--- config.mk ---
export PLATFORM = sky130hd
export DESIGN_NAME = zero_detect_pipe_flat
export DESIGN_NICKNAME = d
export VERILOG_FILES = /design/src/rtl/zero_detect_pkg.sv /design/src/rtl/zero_detect_pipe_if.sv /design/src/rtl/zd_node.sv /design/src/rtl/zero_detect_pipe.sv /design/src/flat_wrapper.sv
export SDC_FILE = /design/constraint.sdc
export NUM_CORES = 1
export LEC_CHECK = 0
export ABC_AREA = 1
export CELL_PAD_IN_SITES_DETAIL_PLACEMENT = 0
export CELL_PAD_IN_SITES_GLOBAL_PLACEMENT = 1
export CORE_MARGIN = 2
export CORE_UTILIZATION = 41
export CTS_CLUSTER_SIZE = 30
export DETAILED_ROUTE_END_ITERATION = 12
export PLACE_DENSITY = 0.92
export SLEW_MARGIN = 20
export SYNTH_ARGS = -nofsm -noshare
export SYNTH_HDL_FRONTEND = slang
export SYNTH_SLANG_ARGS = --single-unit
--- constraint.sdc ---
create_clock -name i_clk -period 4.35 [get_ports i_clk]
set_input_delay 0.87 -clock i_clk [delete_from_list [all_inputs] [get_ports i_clk]]
set_output_delay 0.87 -clock i_clk [all_outputs]
set_load 0.005 [all_outputs]
--- src/rtl/zero_detect_pkg.sv ---
// Shared sizing helpers for the pipelined zero detector.
// Leading-zero count support is selected with ZERO_DETECT_LZC_EN.
package zero_detect_pkg;

  function automatic int unsigned clog2(input int unsigned v);
    int unsigned r;
    r = 0;
    while ((64'd1 << r) < 64'(v)) r++;
    return r;
  endfunction

  function automatic int unsigned lzc_w(input int unsigned width);
    return clog2(width) + 1;
  endfunction

  function automatic int unsigned num_stages(input int unsigned width,
                                             input int unsigned lps);
    return (clog2(width) + lps - 1) / lps;
  endfunction

endpackage

--- src/rtl/zero_detect_pipe_if.sv ---
// Operand/result handshake bundle for zero_detect_pipe.
// o_lzc exists only when ZERO_DETECT_LZC_EN is defined.
interface zero_detect_pipe_if #(
  parameter int unsigned WIDTH = 32,
  parameter int unsigned TAG_W = 4
);
  import zero_detect_pkg::*;

  logic             i_valid;
  logic             o_ready;
  logic [WIDTH-1:0] i_a;
  logic [TAG_W-1:0] i_tag;
  logic             o_valid;
  logic             i_ready;
  logic             o_zero;
  logic [TAG_W-1:0] o_tag;
`ifdef ZERO_DETECT_LZC_EN
  logic [lzc_w(WIDTH)-1:0] o_lzc;
`endif

  modport master (
    output i_valid, i_a, i_tag, i_ready,
    input  o_ready, o_valid, o_zero, o_tag
`ifdef ZERO_DETECT_LZC_EN
    , input o_lzc
`endif
  );

  modport slave (
    input  i_valid, i_a, i_tag, i_ready,
    output o_ready, o_valid, o_zero, o_tag
`ifdef ZERO_DETECT_LZC_EN
    , output o_lzc
`endif
  );

endinterface

--- src/rtl/zd_node.sv ---
// Merges two zero-detect children, each spanning N bits, into their parent.
// With ZERO_DETECT_LZC_EN the leading-zero counts are merged as well.
module zd_node
  import zero_detect_pkg::*;
#(
  parameter int unsigned N = 1
) (
  input  logic                z_h_i,
  input  logic                z_l_i,
`ifdef ZERO_DETECT_LZC_EN
  input  logic [clog2(N):0]   cnt_h_i,
  input  logic [clog2(N):0]   cnt_l_i,
  output logic [clog2(N)+1:0] cnt_o,
`endif
  output logic                z_o
);

  if (N == 0 || (N & (N - 1)) != 0) begin : g_chk
    $error("zd_node: child span N must be a power of two");
  end

  assign z_o = z_h_i & z_l_i;

`ifdef ZERO_DETECT_LZC_EN
  localparam int unsigned CW = clog2(N) + 1;

  // An all-zero high child contributes its whole span, counting continues in the low child.
  assign cnt_o = z_h_i ? ((CW + 1)'(N) + {1'b0, cnt_l_i}) : {1'b0, cnt_h_i};
`endif

endmodule

--- src/rtl/zero_detect_pipe.sv ---
// Pipelined WIDTH-bit zero detector: binary AND tree, registered every
// LEVELS_PER_STAGE levels, valid/ready handshake; ZERO_DETECT_LZC_EN adds o_lzc.
module zero_detect_pipe
  import zero_detect_pkg::*;
#(
  parameter int unsigned WIDTH            = 32,
  parameter int unsigned LEVELS_PER_STAGE = 1,
  parameter int unsigned TAG_W            = 4
) (
  input  logic              i_clk,
  input  logic              i_rst,
  zero_detect_pipe_if.slave bus
);

  localparam int unsigned LEVELS = clog2(WIDTH);
  localparam int unsigned S      = num_stages(WIDTH, LEVELS_PER_STAGE);

  if (WIDTH < 2 || WIDTH > 256 || (WIDTH & (WIDTH - 1)) != 0) begin : g_chk_w
    $error("zero_detect_pipe: WIDTH must be a power of two in 2..256");
  end
  if (LEVELS_PER_STAGE < 1 || LEVELS_PER_STAGE > LEVELS) begin : g_chk_l
    $error("zero_detect_pipe: LEVELS_PER_STAGE must be in 1..log2(WIDTH)");
  end

  // Per-stage control: valid, tag and the advance chain back from i_ready.
  for (genvar k = 0; k < S; k++) begin : stg
    logic             vld_q;
    logic             vld_d;
    logic [TAG_W-1:0] tag_q;
    logic [TAG_W-1:0] tag_d;
    logic             adv;

    if (k == 0) begin : g_src
      assign vld_d = bus.i_valid;
      assign tag_d = bus.i_tag;
    end else begin : g_src
      assign vld_d = stg[k-1].vld_q;
      assign tag_d = stg[k-1].tag_q;
    end

    if (k == S - 1) begin : g_adv
      assign adv = ~vld_q | bus.i_ready;
    end else begin : g_adv
      assign adv = ~vld_q | stg[k+1].adv;
    end

    always_ff @(posedge i_clk or posedge i_rst) begin
      if (i_rst) begin
        vld_q <= 1'b0;
        tag_q <= '0;
      end else if (adv) begin
        vld_q <= vld_d;
        tag_q <= tag_d;
      end
    end
  end

  // Tree levels; level l holds WIDTH>>l nodes, each z plus an (l+1)-bit count.
  for (genvar l = 0; l <= LEVELS; l++) begin : lv
    localparam int unsigned NW = WIDTH >> l;
`ifdef ZERO_DETECT_LZC_EN
    localparam int unsigned CW = l + 1;
    logic [NW*CW-1:0] c;
`endif
    logic [NW-1:0]    z;

    if (l == 0) begin : g_leaf
      assign z = ~bus.i_a;
`ifdef ZERO_DETECT_LZC_EN
      assign c = ~bus.i_a;
`endif
    end else begin : g_node
      localparam int unsigned K  = (l - 1) / LEVELS_PER_STAGE;
      localparam int unsigned CH = 1 << (l - 1);
      logic [NW-1:0]    z_d;
`ifdef ZERO_DETECT_LZC_EN
      logic [NW*CW-1:0] c_d;
`endif

      for (genvar j = 0; j < NW; j++) begin : nd
        zd_node #(.N(CH)) u_node (
          .z_h_i  (lv[l-1].z[2*j+1]),
          .z_l_i  (lv[l-1].z[2*j]),
`ifdef ZERO_DETECT_LZC_EN
          .cnt_h_i(lv[l-1].c[(2*j+1)*l +: l]),
          .cnt_l_i(lv[l-1].c[(2*j)*l +: l]),
          .cnt_o  (c_d[j*CW +: CW]),
`endif
          .z_o    (z_d[j])
        );
      end

      // The last level of each stage group is registered under that stage's advance.
      if ((l % LEVELS_PER_STAGE) == 0 || l == LEVELS) begin : g_reg
        logic [NW-1:0]    z_q;
`ifdef ZERO_DETECT_LZC_EN
        logic [NW*CW-1:0] c_q;
`endif
        always_ff @(posedge i_clk or posedge i_rst) begin
          if (i_rst) begin
            z_q <= '0;
`ifdef ZERO_DETECT_LZC_EN
            c_q <= '0;
`endif
          end else if (stg[K].adv) begin
            z_q <= z_d;
`ifdef ZERO_DETECT_LZC_EN
            c_q <= c_d;
`endif
          end
        end
        assign z = z_q;
`ifdef ZERO_DETECT_LZC_EN
        assign c = c_q;
`endif
      end else begin : g_comb
        assign z = z_d;
`ifdef ZERO_DETECT_LZC_EN
        assign c = c_d;
`endif
      end
    end
  end

  assign bus.o_ready = stg[0].adv;
  assign bus.o_valid = stg[S-1].vld_q;
  assign bus.o_tag   = stg[S-1].tag_q;
  assign bus.o_zero  = lv[LEVELS].z[0];
`ifdef ZERO_DETECT_LZC_EN
  assign bus.o_lzc   = lv[LEVELS].c;
`endif

endmodule

--- src/flat_wrapper.sv ---
// flat-port wrapper written by rule: the top's interface ports become plain ports
module zero_detect_pipe_flat import zero_detect_pkg::*;
#(
  parameter int unsigned WIDTH            = 32,
  parameter int unsigned LEVELS_PER_STAGE = 1,
  parameter int unsigned TAG_W            = 4
)
  (i_clk, i_rst, bus_i_valid, bus_i_a, bus_i_tag, bus_i_ready, bus_o_ready, bus_o_valid, bus_o_zero, bus_o_tag);
  zero_detect_pipe_if #(.WIDTH(WIDTH), .TAG_W(TAG_W)) bus_i ();
  input  logic i_clk;
  input  logic i_rst;
  input wire logic [$bits(bus_i.i_valid)-1:0] bus_i_valid;
  input wire logic [$bits(bus_i.i_a)-1:0] bus_i_a;
  input wire logic [$bits(bus_i.i_tag)-1:0] bus_i_tag;
  input wire logic [$bits(bus_i.i_ready)-1:0] bus_i_ready;
  output wire logic [$bits(bus_i.o_ready)-1:0] bus_o_ready;
  output wire logic [$bits(bus_i.o_valid)-1:0] bus_o_valid;
  output wire logic [$bits(bus_i.o_zero)-1:0] bus_o_zero;
  output wire logic [$bits(bus_i.o_tag)-1:0] bus_o_tag;
  assign bus_i.i_valid = bus_i_valid;
  assign bus_i.i_a = bus_i_a;
  assign bus_i.i_tag = bus_i_tag;
  assign bus_i.i_ready = bus_i_ready;
  assign bus_o_ready = bus_i.o_ready;
  assign bus_o_valid = bus_i.o_valid;
  assign bus_o_zero = bus_i.o_zero;
  assign bus_o_tag = bus_i.o_tag;
  zero_detect_pipe #(.WIDTH(WIDTH), .LEVELS_PER_STAGE(LEVELS_PER_STAGE), .TAG_W(TAG_W)) u_core (.i_clk(i_clk), .i_rst(i_rst), .bus(bus_i));
endmodule
==> impl_metrics.yaml <==
outcome:
  outcome: "completed"
critical_path:
  worstPathRequired_ns: 3.48
  critPathKind: "primary input to output pin"
  startpoint: "bus_i_ready"
  cp_slowest_cell: "clkdlybuf4s50_1"
  arrival_ns: 2.41
  max_stage_delay_ns: 0.55
  crit_family: "buffers and inverters"
  cp-endpoint: "bus_o_ready"
  cp_num_cells: 6
  cp_max_fo: 22
  reg2regPathDepth: 3
  crit_buf_inv: 3
  r2r-start: "u_core.stg[1].vld_q"
  worstSetupEndpointType: "output pin"
  r2r_setup_slack_ns: 2.28
  crit_chain: "clkdlybuf4s50_1 -> inv_2 -> nand3_4 -> nor2_4 -> nand3_4 -> clkdlybuf4s50_1"
  r2r-end: "u_core.lv[2].g_node.g_reg.z_q[3]"
  crit_path_start_kind: "primary input"
clocking:
  cts_buffer_depth: 2
  cts_tree: "built"
  clk_pin_slew_ns: 0.09
  post_cts_buffers: 0
  cts_buffers: 5
  root_buffer: "clkbuf_8"
  cts.htree.levels: 2
  cts_num_sinks: 56
  cts_hold_buf: 0
  cts_resized: 0
  clock_latency_ns: 0.31
die:
  core_area_um2: 5470
  pin_count: 47
  dieArea_um2: 6230
  fp.dieH_um: 79.0
  rows: 27
  die_w_um: 79.0
  initial_core_util: 0.421
cells_and_area:
  seq_area_um2: 1400
  drive_gt1_frac: 0.0734
  finalCoreUtilization: 0.525
  nNetsFinal: 325
  multi_input_area_um2: 773
  area_delta_synth_final_pct: 24.8
  diodes: 0
  fillers: 550
timing:
  maxSlewHeadroom: 0.336
  maxSlewViolCount: 0
  fin_crit_sh: 0.754
  max_freq_mhz: 305
  hold_viol: 0
  finClkSkew_ns: 0.00944
  rsz0062_at_grt: "false"
  setup_tns_ns: 0
  setup_viol: 0
  layout_min_cycle_time_ns: 3.28
  tightest_slew_ns: 0.996
drt:
  antenna_left: 0
  wl_per_cell_um: 11.3
  drc_errors: 0
  vias_per_cell: 4.75
  wl_um: 4040
  vias: 1702
  dr.pass1.iters: 6
  drtIter0Drc: 95
synth:
  ys_warn_count: 0
  ys_seq_elements: 56
  synth.avg_cell_area_um2: 9.48
  synthDistinctLibCells: 17
  synth_area_um2: 2300
  syn_inst: 243
  synth_fp_nets: 283
  synth-seq-area-share: 0.608
grt:
  grt_pass1_wl_um: 7040
  grt_pass1_vias: 1598
  track_usage: 0.143
  grt-ovfl-total: 0
  grt_max_degree: 56
  antenna_found_initial: 0
power_and_ir_drop:
  p_per_area_nw_per_um2: 390
  peakVddDrop_mv: 0.150
  p_leak_nw: 1.42
placement:
  place_congestion: 0.736
  io_buffers: 46
  hpwl_um: 2580
run:
  drv_cap: 0
hold_path:
  hold_class: "flop to flop"
[how the worst min path moves through the flow]
stage | from | end | cells past startpoint
after floorplan | u_core.stg[3].tag_q[0] | u_core.stg[3].tag_q[0] | 2
after global placement | u_core.stg[3].tag_q[3] | u_core.stg[3].tag_q[3] | 2
after detailed placement | u_core.stg[3].tag_q[3] | u_core.stg[3].tag_q[3] | 2
after CTS | u_core.stg[3].tag_q[3] | u_core.stg[3].tag_q[3] | 2
after global routing | u_core.lv[4].g_node.g_reg.z_q[0] | u_core.lv[4].g_node.g_reg.z_q[0] | 2
final | u_core.stg[3].tag_q[3] | u_core.stg[3].tag_q[3] | 2
[cells in the mapped netlist (all sizes together)]
master | instances | area (um2)
buf | 10 | 76.3
mux2 | 4 | 45.0
clkbuf | 3 | 11.3
nand2 | 87 | 327
nand4 | 20 | 125
inv | 11 | 41.3
nor2 | 17 | 71.3
dfrtp | 56 | 1400
or2 | 1 | 6.26
o21ai | 12 | 63.8
nand3 | 22 | 135
[sequential cells by signal (all words and copies together) (netlist names)]
signal,flops
u_core.bus.o_tag,4
u_core.bus.o_valid,1
u_core.bus.o_zero,1
u_core.lv.g_node.g_reg.z_q,30
u_core.stg.tag_q,16
u_core.stg.vld_q,4
[worst register-to-register path: cells and delay by family, from the launching register on]
kind             cells  cell delay [ns]
flip-flops           1             1.01
AND/OR/NAND/NOR      3             0.96
[report_power, final]
group | leakage (nW) | total [mW] | internal, mW | switching, mW
Combinational | 0.658 | 0.194 | 0.102 | 0.0922
Clock | 0.0510 | 0.288 | 0.127 | 0.161
Sequential | 0.709 | 0.640 | 0.590 | 0.0506
Total | 1.42 | 1.12 | 0.819 | 0.303
[per-stage QoR]
stage	worst slack, ns	hold WS [ns]	power, mW	std cells	area [um2]
floorplan	1.98	0.436	0.761	243	2300
global placement	1.06	0.450	0.839	350	2780
detailed placement	1.05	0.457	0.848	350	2780
CTS	1.04	0.480	1.13	358	2870
global route	0.941	0.514	1.19	358	2880
finish	1.07	0.478	1.12	358	2880
[cells in the final DEF (no fill, tap or decap), types with 4 or more instances in the layout]
cell	synthesis	layout
clkbuf_8	0	6
clkdlybuf4s50_1	0	46
dfrtp_1	56	56
inv_1	10	9
mux2_2	4	4
nand2_1	87	87
nand3_1	20	20
nand4_1	20	20
nor2_1	16	16
o21ai_0	11	11
[metal layers]
layer / GRT usage / vias up / share of wire / routed length [um]
met5: 0 / - / 0 / 0
met4: 0.0466 / 0 / 0.012 / 49
met3: 0.0398 / 5 / 0.056 / 225
met2: 0.236 / 45 / 0.48 / 1940
met1: 0.184 / 780 / 0.45 / 1820
li1: - / 872 / - / -
[layout make-up]
cell class / count / share of cell area
clock buffer: 6 / 0.0287
clock inverter: 2 / 0.00348
inverter: 11 / 0.0148
multi-input combinational: 163 / 0.269
sequential: 56 / 0.487
tap: 72 / 0.0313
timing repair buffer: 48 / 0.165
[logic make-up after synthesis]
logic type             count (synthesis)  share of synthesized area
and+or+nand+nor                      147                      0.288
DFF                                   56                      0.608
buffers and inverters                 24                     0.0559
AOI/OAI and AO/OA                     12                     0.0277
muxes                                  4                     0.0196
Note: power is estimated with default switching activity, not from simulation.
